File: src/rtl/tpu_pkg.sv
// Shared definitions for the TPU result path: operand field widths, saturation code, encoder states.
package tpu_pkg;

  localparam int unsigned EXP_W   = 4;
  localparam int unsigned MAN_W   = 3;
  localparam int unsigned MAX_EXP = 15;
  localparam int unsigned MAX_MAN = 7;

  // Exponent and mantissa both at full scale: the largest representable magnitude.
  localparam logic [EXP_W+MAN_W-1:0] SAT_CODE = 7'h7F;

  typedef enum logic [2:0] {
    IDLE,
    RD_LO,
    RD_HI,
    ABS,
    NORM,
    DONE
  } state_t;

endpackage

File: src/rtl/tpu_abs32.sv
// Combinational two's-complement magnitude and sign extraction.
// The most negative input yields its magnitude as an unsigned value (0x80000000 -> 2^31).
module tpu_abs32 #(
  parameter int unsigned W = 32
) (
  input  logic [W-1:0] value,
  output logic         sign,
  output logic [W-1:0] mag
);

  assign sign = value[W-1];
  assign mag  = sign ? -value : value;

endmodule

File: src/rtl/tpu_result_encoder.sv
// Reads the MAC accumulator as two halves and re-encodes it as a sign/exp/mantissa byte.
// Define TPU_ENC_ROUND_EN to round half up on the last shifted-out bit instead of truncating.
module tpu_result_encoder #(
  parameter int unsigned ACC_W  = tpu_pkg::EXP_W * 8,
  parameter int unsigned HALF_W = ACC_W / 2,
  parameter int unsigned EXP_W  = tpu_pkg::EXP_W,
  parameter int unsigned MAN_W  = tpu_pkg::MAN_W
) (
  input  logic              clk,
  input  logic              reset,
  input  logic              start,
  output logic              out_HL,
  input  logic [HALF_W-1:0] acc_half,
  output logic [7:0]        result,
  output logic              result_valid,
  input  logic              result_ready,
  output logic              busy,
  output logic              overflow
);

  import tpu_pkg::*;

  state_t             state;
  state_t             state_nxt;
  logic [HALF_W-1:0]  lo;
  logic [HALF_W-1:0]  hi;
  logic               sign;
  logic [ACC_W-1:0]   mag;
  logic [EXP_W-1:0]   exp;
  logic               acc_sign;
  logic [ACC_W-1:0]   acc_mag;
  logic               mag_small;
  logic               exp_max;

  tpu_abs32 #(.W(ACC_W)) u_abs (
    .value ({hi, lo}),
    .sign  (acc_sign),
    .mag   (acc_mag)
  );

  assign mag_small = (mag <= ACC_W'(MAX_MAN));
  assign exp_max   = (exp == EXP_W'(MAX_EXP));

`ifdef TPU_ENC_ROUND_EN
  localparam logic [MAN_W-1:0] MAN_HALF = {1'b1, {(MAN_W-1){1'b0}}};
  logic             rbit;
  logic [MAN_W:0]   man_rnd;
  assign man_rnd = {1'b0, mag[MAN_W-1:0]} + {{MAN_W{1'b0}}, rbit};
`endif

  always_ff @(posedge clk or posedge reset) begin
    if (reset) state <= IDLE;
    else       state <= state_nxt;
  end

  always_comb begin
    state_nxt = state;
    unique case (state)
      IDLE:    if (start) state_nxt = RD_LO;
      RD_LO:   state_nxt = RD_HI;
      RD_HI:   state_nxt = ABS;
      ABS:     state_nxt = NORM;
      NORM:    if (mag_small || exp_max) state_nxt = DONE;
      DONE:    if (result_ready) state_nxt = IDLE;
      default: state_nxt = IDLE;
    endcase
  end

  assign out_HL       = (state == RD_HI);
  assign busy         = (state != IDLE);
  assign result_valid = (state == DONE);

  always_ff @(posedge clk or posedge reset) begin
    if (reset) begin
      lo       <= '0;
      hi       <= '0;
      sign     <= 1'b0;
      mag      <= '0;
      exp      <= '0;
      result   <= '0;
      overflow <= 1'b0;
`ifdef TPU_ENC_ROUND_EN
      rbit     <= 1'b0;
`endif
    end else begin
      unique case (state)
        RD_LO: lo <= acc_half;
        RD_HI: begin
          hi       <= acc_half;
          overflow <= 1'b0;
        end
        ABS: begin
          sign <= acc_sign;
          mag  <= acc_mag;
          exp  <= '0;
`ifdef TPU_ENC_ROUND_EN
          rbit <= 1'b0;
`endif
        end
        NORM: begin
          if (mag_small) begin
`ifdef TPU_ENC_ROUND_EN
            // A mantissa carry renormalises to 4 at the next exponent, or saturates at the top.
            if (man_rnd[MAN_W]) begin
              if (exp_max) begin
                result   <= {sign, SAT_CODE};
                overflow <= 1'b1;
              end else begin
                result <= {sign, exp + EXP_W'(1), MAN_HALF};
              end
            end else begin
              result <= {sign, exp, man_rnd[MAN_W-1:0]};
            end
`else
            result <= {sign, exp, mag[MAN_W-1:0]};
`endif
          end else if (exp_max) begin
            result   <= {sign, SAT_CODE};
            overflow <= 1'b1;
          end else begin
            mag  <= mag >> 1;
            exp  <= exp + EXP_W'(1);
`ifdef TPU_ENC_ROUND_EN
            rbit <= mag[0];
`endif
          end
        end
        default: begin
        end
      endcase
    end
  end

endmodule
File: config.mk
export PLATFORM = sky130hd
export DESIGN_NAME = tpu_result_encoder
export DESIGN_NICKNAME = d
export VERILOG_FILES = /design/src/rtl/tpu_pkg.sv /design/src/rtl/tpu_abs32.sv /design/src/rtl/tpu_result_encoder.sv
export SDC_FILE = /design/constraint.sdc
export NUM_CORES = 1
export LEC_CHECK = 0
export CORE_MARGIN = 4
export CORE_UTILIZATION = 58
export CTS_CLUSTER_DIAMETER = 40
export DETAILED_ROUTE_END_ITERATION = 10
export GPL_TIMING_DRIVEN = 0
export PLACE_DENSITY = 0.79
export SYNTH_ARGS = -nofsm -noshare
export SYNTH_HDL_FRONTEND = slang
export SYNTH_SLANG_ARGS = --single-unit
File: constraint.sdc
create_clock -name clk -period 3.3 [get_ports clk]
set_input_delay 0.33 -clock clk [delete_from_list [all_inputs] [get_ports clk]]
set_output_delay 0.33 -clock clk [all_outputs]
set_load 0.02 [all_outputs]
== Word level (Yosys, flattened, before mapping) ==
Index checks and enable logic that the tools add are counted.
Storage, ports and cells
  output and inout bits: 12
  input bits: 20
  register bits: 81
  word-level logic and storage cells: 49
Operators by class
  $add $sub $neg: 2
  reduce and logical (&&, ||, !) cells: 10
  eq/ne operators: 12
  mux-type cells: 16
  $lt $le $gt $ge: 1
Operators with widths (number)
  $mux W32: 3
  $pmux W32 S2: 1
  $le A32 B3 Y1 const B: 1
  $neg A32 Y32: 1
  $pmux W3 S6: 1
  $mux W8: 2
  $ne A2 B2 Y1 const B: 5
  $mux W3: 3
  $reduce_and A3 Y1: 3
  $mux W4: 2
  $pmux W4 S2: 1
  $eq A3 B2 Y1 const B: 2
  $eq A3 B3 Y1 const B: 2
  $reduce_bool A2 Y1: 3
  $add A4 B1 Y4 const B: 1
  $eq A4 B4 Y1 const B: 1
  $eq A3 B1 Y1 const B: 1
  $logic_not A3 Y1: 1
  $reduce_bool A3 Y1: 1
  $mux W1: 2
  $ne A2 B1 Y1 const B: 1
  $pmux W1 S2: 1
  $reduce_and A2 Y1: 1
  $logic_or A1 B1 Y1: 1

== Depth between registers and ports, before layout ==
  depth after elaboration: 4
  depth in mapped cells: 8
  mapped depth without buffers: 7

== Modules after synthesis ==
A second synthesis with hierarchy kept.
Second synthesis, totals
  cell total of the unflattened synthesis: 383
  area, all modules: 4061.4 µm²
Modules (own cells, without submodules)
  tpu_result_encoder: sequential area each 2026.9 µm², area each 3362.0 µm², cells each 286, instances 1
  tpu_abs32: sequential area each 0.0 µm², area each 699.4 µm², cells each 97, instances 1

== Least setup slack after synthesis ==
Ideal clock, no wire load.
  kind: flip-flop to flip-flop
  start: register hi[1]
  end: register mag[30]
  required time: 3.171 ns
  clock period less this slack: 1.934 ns
  stages on the path, launching flop included: 7
  data arrival time: 1.804 ns
  path buffers: 0
  setup time: 0.129 ns
  path slack: 1.366 ns
  cell sequence: dfrtp_1 -> nor4_1 -> nand2_1 -> or4_1 -> o21ai_1 -> xor2_1 -> o22ai_1
On the way
  word-level cells in the longest chain between the ends: 3
Ends and longest elaborated chain
  start: declaration: line tpu_result_encoder.sv:26  | logic [HALF_W-1:0] hi;
  start signal: assignment: line tpu_result_encoder.sv:89  | hi <= acc_half;
  $neg A32 Y32: line tpu_abs32.sv:12  | assign mag = sign ? -value : value;
  $mux W32: line tpu_abs32.sv:12
  $pmux W32 S2: line tpu_result_encoder.sv:86  | unique case (state)
  end signal: assignment: line tpu_result_encoder.sv:94  | mag <= acc_mag;
  end signal: assignment: line tpu_result_encoder.sv:121  | mag <= mag >> 1;
  end: declaration: line tpu_result_encoder.sv:28  | logic [ACC_W-1:0] mag;
No other way between the ends.
A chain may end at the register's enable or synchronous reset.

== Worst setup path after layout ==
  start: register state[2]
  end: output out_HL
On the way
  word-level cells in the longest chain between the ends: 1
Ends and longest elaborated chain
  start: declaration: line tpu_result_encoder.sv:23  | state_t state;
  start signal: assignment: line tpu_result_encoder.sv:53  | else state <= state_nxt;
  $eq A3 B2 Y1: line tpu_result_encoder.sv:69  | assign out_HL = (state == RD_HI);
  end: declaration: line tpu_result_encoder.sv:12  | output logic out_HL,
No other way between the ends.

==> flow_summary.json <==
{
  "antenna_found_initial": 0,
  "coreArea_sq_um": 6870,
  "area_growth_pct": 15.8,
  "grt_max_degree": 52,
  "initial_core_util": 0.605,
  "ios": 32,
  "p_leak_nw": 1.97,
  "cts_buffers": 9,
  "die_x_um": 92.6,
  "min_period_ns": 2.68,
  "max_freq_mhz": 374,
  "drc_errors": 0,
  "n_antenna_cell": 0,
  "grt_pass1_vias": 3332,
  "portBuffers": 31,
  "ys_seq_area_frac": 0.488,
  "place_ws_ns": 0.919,
  "syn-mean-instance-area_sq_um": 9.96,
  "critPathMaxFanout": 10,
  "slew_headroom": 0.553,
  "ctsHoldBuffers": 0,
  "dpl.hpwl_um": 7360,
  "multi_input_area_sq_um": 2000,
  "outcome": "complete, no violations",
  "worst_slack_ns": 0.623,
  "num-fill-cells": 531,
  "place_area_sq_um": 4610,
  "cts-resized-gates": 0,
  "root_buffer": "clkbuf_8",
  "dr.pass1.iters": 5,
  "gp_congestion": 0.884,
  "cts_tree": "done",
  "fin_crit_sh": 0.811,
  "drive_above_1_share": 0.153,
  "post_cts_buffers": 0,
  "clkSinkCount": 81,
  "syn_area_sq_um": 4150,
  "setup_tns_ns": 0,
  "peakVddDrop_mv": 0.580,
  "drv_slew": 0,
  "grt_pass1_wl_um": 16600,
  "end_kind": "output port",
  "ys_ff_latch": 81,
  "cp.required_ns": 2.97,
  "ant_nets": 0,
  "drtIter0Drc": 272,
  "clock_latency_ns": 0.36,
  "hold_violations": 0,
  "seqCellArea_sq_um": 2030,
  "synth_nets": 439,
  "startpoint": "state[2]",
  "design_area_sq_um": 4810,
  "drv_cap": 0,
  "path_class": "flip-flop to output port",
  "p_per_area_nw_per_um2": 1010,
  "startpoint_type": "flip-flop",
  "async_flop_share": 1.00,
  "vias_per_cell": 6.06,
  "cts.reportedPaths.clkPinSlew_ns": 0.08,
  "finalNetCount": 482,
  "grt.total_usage": 0.246,
  "drt-total-wl_um": 9880,
  "synth_warnings": 0,
  "htreeDepth": 3,
  "finalSetupViolCount": 0,
  "core.rowCount": 30,
  "whs_ns": 0.317,
  "routedWlPerCell_um": 17.6,
  "hp-class": "input port to async pin",
  "die_h_um": 92.6,
  "grt-ovfl-total": 0,
  "synth_edf_count": 0,
  "worst_slew_pin_slew_ns": 0.670,
  "finClkSkew_ns": 0.00770,
  "rsz0062_at_grt": "no",
  "rr_startpoint": "mag[17]",
  "synth_flop_cell": "dfrtp_1",
  "yosys.cell_types.count": 49,
  "worstPathArrival_ns": 2.35,
  "netlist_instances": 417,
  "via_count": 3398,
  "cts_buffer_depth": 2,
  "dieArea_sq_um": 8580
}
-- sequential cells by signal, indices dropped and copies added (netlist names) --
signal and cells:
exp 4, hi 16, lo 16, mag 32, overflow 1, result 8
sign 1, state 3
-- cells in the final DEF, fill, tap and decap left out, types with 2 or more instances in the layout --
master	Yosys	final
nor4_1	8	8
nor2_1	35	35
clkinv_2	0	2
a22oi_1	2	2
buf_1	3	3
nand4_1	3	3
a21oi_1	12	12
nor3_1	6	6
o22a_1	7	7
o41ai_1	7	7
nor3b_1	2	2
dfrtp_1	81	81
clkinvlp_4	0	2
mux2i_1	8	8
or2_2	3	3
mux2_2	30	30
o21ai_1	2	2
o41ai_2	3	3
nand3_1	5	5
o31ai_1	7	7
or4_1	2	2
nand2_1	46	46
clkbuf_1	15	16
or3_1	6	6
o22ai_1	2	2
clkbuf_8	0	10
xor2_1	5	5
a31oi_1	4	4
ha_1	2	2
buf_2	8	8
clkdlybuf4s50_1	0	31
inv_1	6	5
nor4_2	2	2
o21ai_0	54	54
xnor2_1	23	23
-- cells in the mapped netlist (4+ instances only) --
| library cell | n | share of area |
|---|---|---|
| nor4_1 | 8 | 0.012 |
| dfrtp_1 | 81 | 0.49 |
| buf_2 | 8 | 0.0096 |
| o22a_1 | 7 | 0.015 |
| o31ai_1 | 7 | 0.013 |
| a21oi_1 | 12 | 0.014 |
| xor2_1 | 5 | 0.011 |
| nor3_1 | 6 | 0.0072 |
| nor2_1 | 35 | 0.032 |
| o21ai_0 | 54 | 0.065 |
| xnor2_1 | 23 | 0.048 |
| or3_1 | 6 | 0.0090 |
| mux2_2 | 30 | 0.081 |
| o41ai_1 | 7 | 0.015 |
| mux2i_1 | 8 | 0.019 |
| nand3_1 | 5 | 0.0060 |
| a31oi_1 | 4 | 0.0060 |
| clkbuf_1 | 15 | 0.014 |
| inv_1 | 6 | 0.0054 |
| nand2_1 | 46 | 0.042 |
-- area by class of cell --
cell class,instances,area share
flip-flops and latches,81,0.421
multi-input cells,304,0.415
repair buffers,32,0.0702
inverters,6,0.00520
clock buffers,11,0.0294
well taps,96,0.0250
plain buffers,26,0.0224
clock inverters,5,0.0114
-- critical path, cell delays in order (launching register included) --
cell and delay, ns:
dfrtp_1 0.38, clkbuf_1 0.19, nor3b_1 0.30, clkbuf_1 0.42, clkdlybuf4s50_1 0.70
-- path summary, 6_finish.rpt --
kind	endpoint	slack, ns	cells past startpoint
worst min register to register	result[3]	0.49	1
max in group asynchronous	mag[26]	2.41	3
worst min-delay path	hi[2]	0.32	2
worst max-delay path	out_HL	0.62	4
worst max register to register	mag[1]	0.91	6
min in group clk	result[3]	0.49	1
-- per-layer routing --
layer  up-vias  share of wire  routed length, um  track usage
met5         -              0                  0            0
met4         0          0.016                162       0.0806
met3        18          0.057                567       0.0406
met2       125           0.48               4740        0.397
met1      1670           0.45               4410        0.339
li1       1585              -                  -            -
-- kinds of logic after synthesis --
kind of cell / Yosys count / synth area share
mux: 38 / 0.101
buf+inv: 32 / 0.0313
xor+xnor: 28 / 0.0590
compound gates: 107 / 0.163
simple gates: 129 / 0.152
flops: 81 / 0.488
fa+ha+maj: 2 / 0.00602
-- where the power goes --
| group | switching [mW] | total, mW | internal (mW) | leakage (nW) |
|---|---|---|---|---|
| combinational | 1.22 | 2.21 | 0.991 | 0.881 |
| sequential | 0.494 | 1.93 | 1.44 | 0.992 |
| clock | 0.352 | 0.719 | 0.368 | 0.0953 |
-- through the flow --
step / instances / utilization / total power [mW]
after global placement: 544 / 0.667 / 4.00
after global routing: 561 / 0.700 / 5.22
after floorplan: 417 / - / 3.43
after CTS: 561 / 0.700 / 4.84
final: 561 / 0.700 / 4.86
after detailed placement: 545 / 0.672 / 4.11
No activity file was read; power rests on OpenSTA's default activity.
